$ cat src/rtl/mmio_console_if.sv
// Data-memory request/response channel that mmio_console snoops beside data memory.
interface mmio_console_if;
    logic        req_valid;
    logic [31:0] req_addr;
    logic [3:0]  req_do_write;
    logic        req_do_read;
    logic [31:0] req_data;
    logic        hit;
    logic        rsp_valid;
    logic [31:0] rsp_data;

    modport master (
        output req_valid, req_addr, req_do_write, req_do_read, req_data,
        input  hit, rsp_valid, rsp_data
    );

    modport slave (
        input  req_valid, req_addr, req_do_write, req_do_read, req_data,
        output hit, rsp_valid, rsp_data
    );
endinterface

$ cat src/rtl/mmio_console.sv
// Memory-mapped console (per-channel byte FIFOs with status) and halt/exit-code register.
// Channel ch lives at CONSOLE_ADDR - 8*ch (TXDATA) and 4 bytes below that (STATUS).
module mmio_console #(
    parameter int          NUM_CHAN     = 1,
    parameter int          FIFO_DEPTH   = 16,
    parameter logic [31:0] CONSOLE_ADDR = 32'h0002_FFF8,
    parameter logic [31:0] HALT_ADDR    = 32'h0002_FFFC,
    parameter bit          HALT_DRAIN   = 1'b1
) (
    input  logic                  clk,
    input  logic                  reset,
    mmio_console_if.slave         bus,
    output logic [NUM_CHAN-1:0]   tx_valid,
    output logic [8*NUM_CHAN-1:0] tx_data,
    input  logic [NUM_CHAN-1:0]   tx_ready,
    output logic                  halt,
    output logic [31:0]           exit_code
);
    localparam int AW = $clog2(FIFO_DEPTH);
    localparam int CW = AW + 1;

    typedef enum logic [1:0] {RUN, DRAIN, HALTED} state_t;

    state_t              state;
    state_t              state_next;
    logic [NUM_CHAN-1:0] tx_hit;
    logic [NUM_CHAN-1:0] st_hit;
    logic [NUM_CHAN-1:0] st_read;
    logic [31:0]         chan_status [NUM_CHAN];
    logic                halt_hit;
    logic                halt_write;
    logic                any_hit;
    logic                rsp_valid_next;
    logic [31:0]         rsp_data_next;

    assign halt_hit   = bus.req_valid && (bus.req_addr == HALT_ADDR);
    assign halt_write = halt_hit && (bus.req_do_write == 4'b1111) && (state == RUN);
    assign st_read    = st_hit & {NUM_CHAN{bus.req_do_read}};
    assign any_hit    = halt_hit || (|tx_hit) || (|st_hit);
    assign bus.hit    = any_hit;
    assign halt       = (state == HALTED);

    for (genvar ch = 0; ch < NUM_CHAN; ch++) begin : g_chan
        logic [7:0]    mem [FIFO_DEPTH];
        logic [AW-1:0] wr_ptr;
        logic [AW-1:0] rd_ptr;
        logic [CW-1:0] count;
        logic          overflow;
        logic          full;
        logic          pop;
        logic          push_req;
        logic          push_ok;

        assign tx_hit[ch] = bus.req_valid && (bus.req_addr == CONSOLE_ADDR - 32'(8 * ch));
        assign st_hit[ch] = bus.req_valid && (bus.req_addr == CONSOLE_ADDR - 32'(8 * ch + 4));

        assign full     = (count == CW'(FIFO_DEPTH));
        assign pop      = tx_valid[ch] && tx_ready[ch];
        assign push_req = tx_hit[ch] && bus.req_do_write[0] && (state == RUN);
        // A pop in the same cycle frees the slot, so a full FIFO still accepts the push.
        assign push_ok  = push_req && (!full || pop);

        assign tx_valid[ch]         = (count != '0);
        assign tx_data[8*ch +: 8]   = mem[rd_ptr];
        assign chan_status[ch]      = {16'h0000, 8'(count), 4'h0, (state == DRAIN),
                                       overflow, full, (count == '0)};

        always_ff @(posedge clk) begin
            if (push_ok) begin
                mem[wr_ptr] <= bus.req_data[7:0];
            end
        end

        always_ff @(posedge clk or negedge reset) begin
            if (!reset) begin
                wr_ptr   <= '0;
                rd_ptr   <= '0;
                count    <= '0;
                overflow <= 1'b0;
            end else begin
                if (push_ok) begin
                    wr_ptr <= wr_ptr + 1'b1;
                end
                if (pop) begin
                    rd_ptr <= rd_ptr + 1'b1;
                end
                if (push_ok && !pop) begin
                    count <= count + 1'b1;
                end else if (pop && !push_ok) begin
                    count <= count - 1'b1;
                end
                // A fresh overflow wins over the clear-on-read of the same cycle.
                if (push_req && full && !pop) begin
                    overflow <= 1'b1;
                end else if (st_read[ch]) begin
                    overflow <= 1'b0;
                end
            end
        end
    end

    always_comb begin
        rsp_valid_next = 1'b0;
        rsp_data_next  = 32'h0;
        if (bus.req_do_read && any_hit) begin
            rsp_valid_next = 1'b1;
            for (int ch = 0; ch < NUM_CHAN; ch++) begin
                if (st_hit[ch]) begin
                    rsp_data_next = chan_status[ch];
                end
            end
        end
    end

    always_ff @(posedge clk or negedge reset) begin
        if (!reset) begin
            bus.rsp_valid <= 1'b0;
            bus.rsp_data  <= 32'h0;
            exit_code     <= 32'h0;
        end else begin
            bus.rsp_valid <= rsp_valid_next;
            bus.rsp_data  <= rsp_data_next;
            if (halt_write) begin
                exit_code <= bus.req_data;
            end
        end
    end

    always_ff @(posedge clk or negedge reset) begin
        if (!reset) begin
            state <= RUN;
        end else begin
            state <= state_next;
        end
    end

    always_comb begin
        state_next = state;
        unique case (state)
            RUN: begin
                if (halt_write) begin
                    if (HALT_DRAIN) begin
                        state_next = DRAIN;
                    end else begin
                        state_next = HALTED;
                    end
                end
            end
            DRAIN: begin
                if (tx_valid == '0) begin
                    state_next = HALTED;
                end
            end
            default: state_next = state;
        endcase
    end
endmodule
$ cat src/flat_wrapper.sv
// flat-port wrapper written by rule: the top's interface ports become plain ports
module mmio_console_flat 
#(
    parameter int          NUM_CHAN     = 1,
    parameter int          FIFO_DEPTH   = 16,
    parameter logic [31:0] CONSOLE_ADDR = 32'h0002_FFF8,
    parameter logic [31:0] HALT_ADDR    = 32'h0002_FFFC,
    parameter bit          HALT_DRAIN   = 1'b1
)
  (clk, reset, tx_valid, tx_data, tx_ready, halt, exit_code, bus_req_valid, bus_req_addr, bus_req_do_write, bus_req_do_read, bus_req_data, bus_hit, bus_rsp_valid, bus_rsp_data);
  mmio_console_if bus_i ();
  input  logic clk;
  input  logic reset;
  output logic [NUM_CHAN-1:0] tx_valid;
  output logic [8*NUM_CHAN-1:0] tx_data;
  input  logic [NUM_CHAN-1:0] tx_ready;
  output logic halt;
  output logic [31:0] exit_code;
  input wire logic [$bits(bus_i.req_valid)-1:0] bus_req_valid;
  input wire logic [$bits(bus_i.req_addr)-1:0] bus_req_addr;
  input wire logic [$bits(bus_i.req_do_write)-1:0] bus_req_do_write;
  input wire logic [$bits(bus_i.req_do_read)-1:0] bus_req_do_read;
  input wire logic [$bits(bus_i.req_data)-1:0] bus_req_data;
  output wire logic [$bits(bus_i.hit)-1:0] bus_hit;
  output wire logic [$bits(bus_i.rsp_valid)-1:0] bus_rsp_valid;
  output wire logic [$bits(bus_i.rsp_data)-1:0] bus_rsp_data;
  assign bus_i.req_valid = bus_req_valid;
  assign bus_i.req_addr = bus_req_addr;
  assign bus_i.req_do_write = bus_req_do_write;
  assign bus_i.req_do_read = bus_req_do_read;
  assign bus_i.req_data = bus_req_data;
  assign bus_hit = bus_i.hit;
  assign bus_rsp_valid = bus_i.rsp_valid;
  assign bus_rsp_data = bus_i.rsp_data;
  mmio_console #(.NUM_CHAN(NUM_CHAN), .FIFO_DEPTH(FIFO_DEPTH), .CONSOLE_ADDR(CONSOLE_ADDR), .HALT_ADDR(HALT_ADDR), .HALT_DRAIN(HALT_DRAIN)) u_core (.clk(clk), .reset(reset), .bus(bus_i), .tx_valid(tx_valid), .tx_data(tx_data), .tx_ready(tx_ready), .halt(halt), .exit_code(exit_code));
endmodule
$ cat config.mk
export PLATFORM = sky130hd
export DESIGN_NAME = mmio_console_flat
export DESIGN_NICKNAME = d
export VERILOG_FILES = /design/src/rtl/mmio_console_if.sv /design/src/rtl/mmio_console.sv /design/src/flat_wrapper.sv
export SDC_FILE = /design/constraint.sdc
export NUM_CORES = 1
export LEC_CHECK = 0
export BUFFER_PORTS_ARGS = -buffer_cell sky130_fd_sc_hd__buf_4
export CAP_MARGIN = 10
export CELL_PAD_IN_SITES_DETAIL_PLACEMENT = 1
export CELL_PAD_IN_SITES_GLOBAL_PLACEMENT = 2
export CORE_MARGIN = 3
export CORE_UTILIZATION = 36
export DETAILED_ROUTE_END_ITERATION = 7
export PLACE_DENSITY = 0.79
export SYNTH_ARGS = -nofsm -noshare
export SYNTH_HDL_FRONTEND = slang
export SYNTH_SLANG_ARGS = --single-unit
$ cat constraint.sdc
create_clock -name clk -period 2.55 [get_ports clk]
set_input_delay 0 -clock clk [delete_from_list [all_inputs] [get_ports clk]]
set_output_delay 0 -clock clk [all_outputs]
set_load 0.03 [all_outputs]
==> impl_metrics.csv <==
group,metric,value,unit
outcome,outcome,"finished clean",
sta,period_share,96.5,%
clocking,cts-root-buf,"clkbuf_16",
pwr,totalPowerFinal,5.89,mW
global_route,grt_pass1_wl,28300,um
detailed_routing,wl_met2,9890,um
detailed_routing,first_iter_violations,156,
synth,synth_top_area_share,49.6,%
global_route,grt_max_degree,59,
global_route,grt_pass1_vias,5133,
detailed_routing,firstDrtPassIters,4,
sta,setup_viol,0,
synth,synth.most_common_cell,"edfxtp_1",
synth,yosysWarnings,0,
detailed_routing,wl_met1,6680,um
clocking,cts_made_buffers,17,
pwr,p_leak,4.00,nW
pwr,p_comb_share,4.1,%
hold_path,hp-class,"input pin to flip-flop",
detailed_routing,drc,0,
placement,dp_slack,-200,ps
floorplanning,rows,53,
sta,fin_skew,10.3,ps
placement,dp_hpwl,12400,um
cells_and_area,fin_util,48.2,%
cells_and_area,drive_gt1_share,44.4,%
worst_setup_path,crit_path_frequent_cell,"inv_4",
synth,synth-seq-cells,186,
global_route,overflow,0,
synth,yosysUniqueCellTypes,42,
clocking,cts-htree-levels,4,
floorplanning,core_area,21100,sq um
floorplanning,die_w,153,um
worst_setup_path,required,2890,ps
pwr,pwr-share-clk,41.0,%
sta,rsz0062_at_grt,"true",
clocking,cts.sinks,186,
worst_setup_path,critPathKind,"flip-flop to flip-flop",
floorplanning,dieArea,23300,sq um
clocking,cts_buffer_depth,2,
sta,tightest_slew,749,ps
pwr,p_switching,1.22,mW
placement,numPortBuffers,125,
cells_and_area,fin_nets,718,
hold_path,whs_path_depth,5,
synth,synth_area_leaders,"edfxtp_1 (50%), dfrtp_1 (19%), mux4_2 (12%)",
pwr,irDropWorstVdd,0.381,mV
floorplanning,dieHeight,153,um
detailed_routing,met3_length,972,um
worst_setup_path,crit_slowest_cell,"or4_4",
worst_setup_path,crit_chain,"nor4_4 -> a31o_2 -> or4_4 -> inv_4 -> ha_4 -> inv_4 -> ha_1 -> a21o_1 -> a21oi_2 -> mux2i_1 -> xnor2_1",
sta,slew-limit-headroom,50.0,%
sta,fin_ws,89.7,ps
cells_and_area,syn2layout_area_growth,31.2,%
sta,period_minus_slack,2460,ps
worst_setup_path,end_kind,"flip-flop",
sta,max_freq,406,MHz
clocking,clk_latency,420,ps
synth,seq_area_frac_synth,68.4,%
worst_setup_path,cp_max_fo,3,
sta,hold_viol,0,
global_route,antenna_found_initial,0,
worst_setup_path,ff2ff_path_depth,11,
synth,synth.avg_cell_area,17.8,sq um
detailed_routing,routed_via_density,4.89,
worst_setup_path,cp-start-kind,"flip-flop",
pwr,swShare,20.6,%
worst_setup_path,cp_data_arrival_time,2800,ps
pwr,powerDensity,580,nW/um^2
synth,async_reset_ff_share,31.2,%
pwr,p_seq_share,54.9,%
pwr,p_int,4.68,mW
flow_run,drv_cap,0,
synth,syn-cell-area,7740,sq um
global_route,grt_usage,15.6,%
synth,synth_ff_type,"edfxtp_1",
synth,synth_top_cell_by_area,"edfxtp_1",
sta,slew_violations,0,
synth,synth-edff-count,128,
detailed_routing,post_drt_wl_per_cell,19.2,um
detailed_routing,num_vias,4504,
floorplanning,ioPinCount,149,
placement,routabilityCongestion,0.852,
clocking,cts_tree,"built",
synth,postSynthCellCount,434,
clocking,clk_pin_slew_worst_paths,70,ps
cells_and_area,antenna_cells,0,
synth,synth_top_cells_by_count,"edfxtp_1 (128), dfrtp_1 (58), mux4_2 (40), mux2_2 (32), buf_4 (23)",
detailed_routing,drtAntennaViolNets,0,
floorplanning,start_util,36.7,%
worst_setup_path,max_stage_delay,530,ps
detailed_routing,routed_wl,17700,um
detailed_routing,topRoutingLayerUsed,"met4",
[final timing paths]
check                                             end                       from  slack, ps
max                         u_core.g_chan[0].count[4]  u_core.g_chan[0].count[2]         90
max in group asynchronous  u_core.g_chan[0].rd_ptr[0]                      reset       1820
min in group asynchronous        u_core.exit_code[30]                      reset        190
max reg2reg                 u_core.g_chan[0].count[4]  u_core.g_chan[0].count[2]         90
min reg2reg                    u_core.bus.rsp_data[2]  u_core.g_chan[0].overflow        490
min                         u_core.g_chan[0].overflow            bus_req_addr[2]         20
[power by group through the flow]
stage | combinational, mW | sequential [mW] | clock, mW
after floorplan | 0.0799 | 3.30 | 0
after global placement | 0.193 | 3.29 | 0
after detailed placement | 0.201 | 3.29 | 0
after CTS | 0.245 | 3.23 | 2.49
after global routing | 0.265 | 3.23 | 2.61
final | 0.244 | 3.23 | 2.42
[layer usage]
| layer | vias up | track usage, % |
|---|---|---|
| li1 | 2038 | - |
| met1 | 2329 | 17.8 |
| met2 | 124 | 28.8 |
| met3 | 13 | 4.32 |
| met4 | 0 | 4.24 |
| met5 | - | 0 |
[cell usage in the layout, fill, tap and decap left out, types with 5 or more instances in the layout]
cell / instances
and2_1: 7
buf_4: 163
clkbuf_16: 17
clkinv_1: 5
conb_1: 23
dfrtp_1: 57
dlygate4sd3_1: 36
edfxtp_1: 128
ha_1: 7
inv_1: 9
mux2_2: 32
mux4_2: 40
nand2_1: 14
nand3_1: 10
nand4_1: 8
nor2_1: 9
nor3_2: 6
nor4_1: 6
nor4b_1: 6
o21ai_0: 6
xnor2_1: 7
[registers in the layout, indices dropped and copies added (netlist names)]
name                    count
u_core.exit_code           32
u_core.state                2
u_core.g_chan.overflow      1
u_core.bus.rsp_data         9
u_core.g_chan.rd_ptr        4
u_core.g_chan.wr_ptr        4
u_core.g_chan.count         5
u_core.g_chan.mem         128
u_core.bus.rsp_valid        1
[kinds of logic (layout without fill, tap and decap cells)]
logic type | Yosys count | after routing | synth area share [%]
compound gates | 12 | 12 | 0.921
fa+ha+maj | 11 | 11 | 1.87
xor+xnor | 10 | 10 | 1.13
other cells | 1 | 23 | 0.0484
mux | 74 | 74 | 16.6
simple gates | 85 | 85 | 6.98
buf+inv | 55 | 246 | 4.10
flops | 186 | 186 | 68.4
[through the flow]
step	std cells	cell area [sq um]	TNS, ps	hold slack [ps]
after global routing	922	10200	-45.1	47.2
final	922	10200	0	16.2
after CTS	919	10100	0	1.55
after global placement	851	9190	-131	108
after detailed placement	851	9190	-310	118
after floorplan	456	7850	-2990	-296
[critical path, delay by kind of cell, from the launching register on]
family,cells,cell delay [ps]
and+or+nand+nor,2,610
muxes,1,220
adders and majority gates,2,380
AOI/OAI and AO/OA,3,500
buffers and inverters,2,140
xor gates and xnor gates,1,130
DFF,1,400
[area by class of cell]
type,count,area [sq um]
Clock buffer,19,433
Clock inverter,13,101
Fill cell,2087,10900
Inverter,11,46.3
Multi-Input combinational cell,215,2290
Sequential cell,186,5300
Tap cell,275,344
Timing Repair Buffer,203,1660
[what timing repair did]
action	in CTS	in global routing
hold endpoints to repair	221	0
setup endpoints to repair	1	2
buffers inserted	0	3
hold buffers	36	0
resized for setup	3	6
pin swaps	0	9
(Power assumes the default switching activity.)
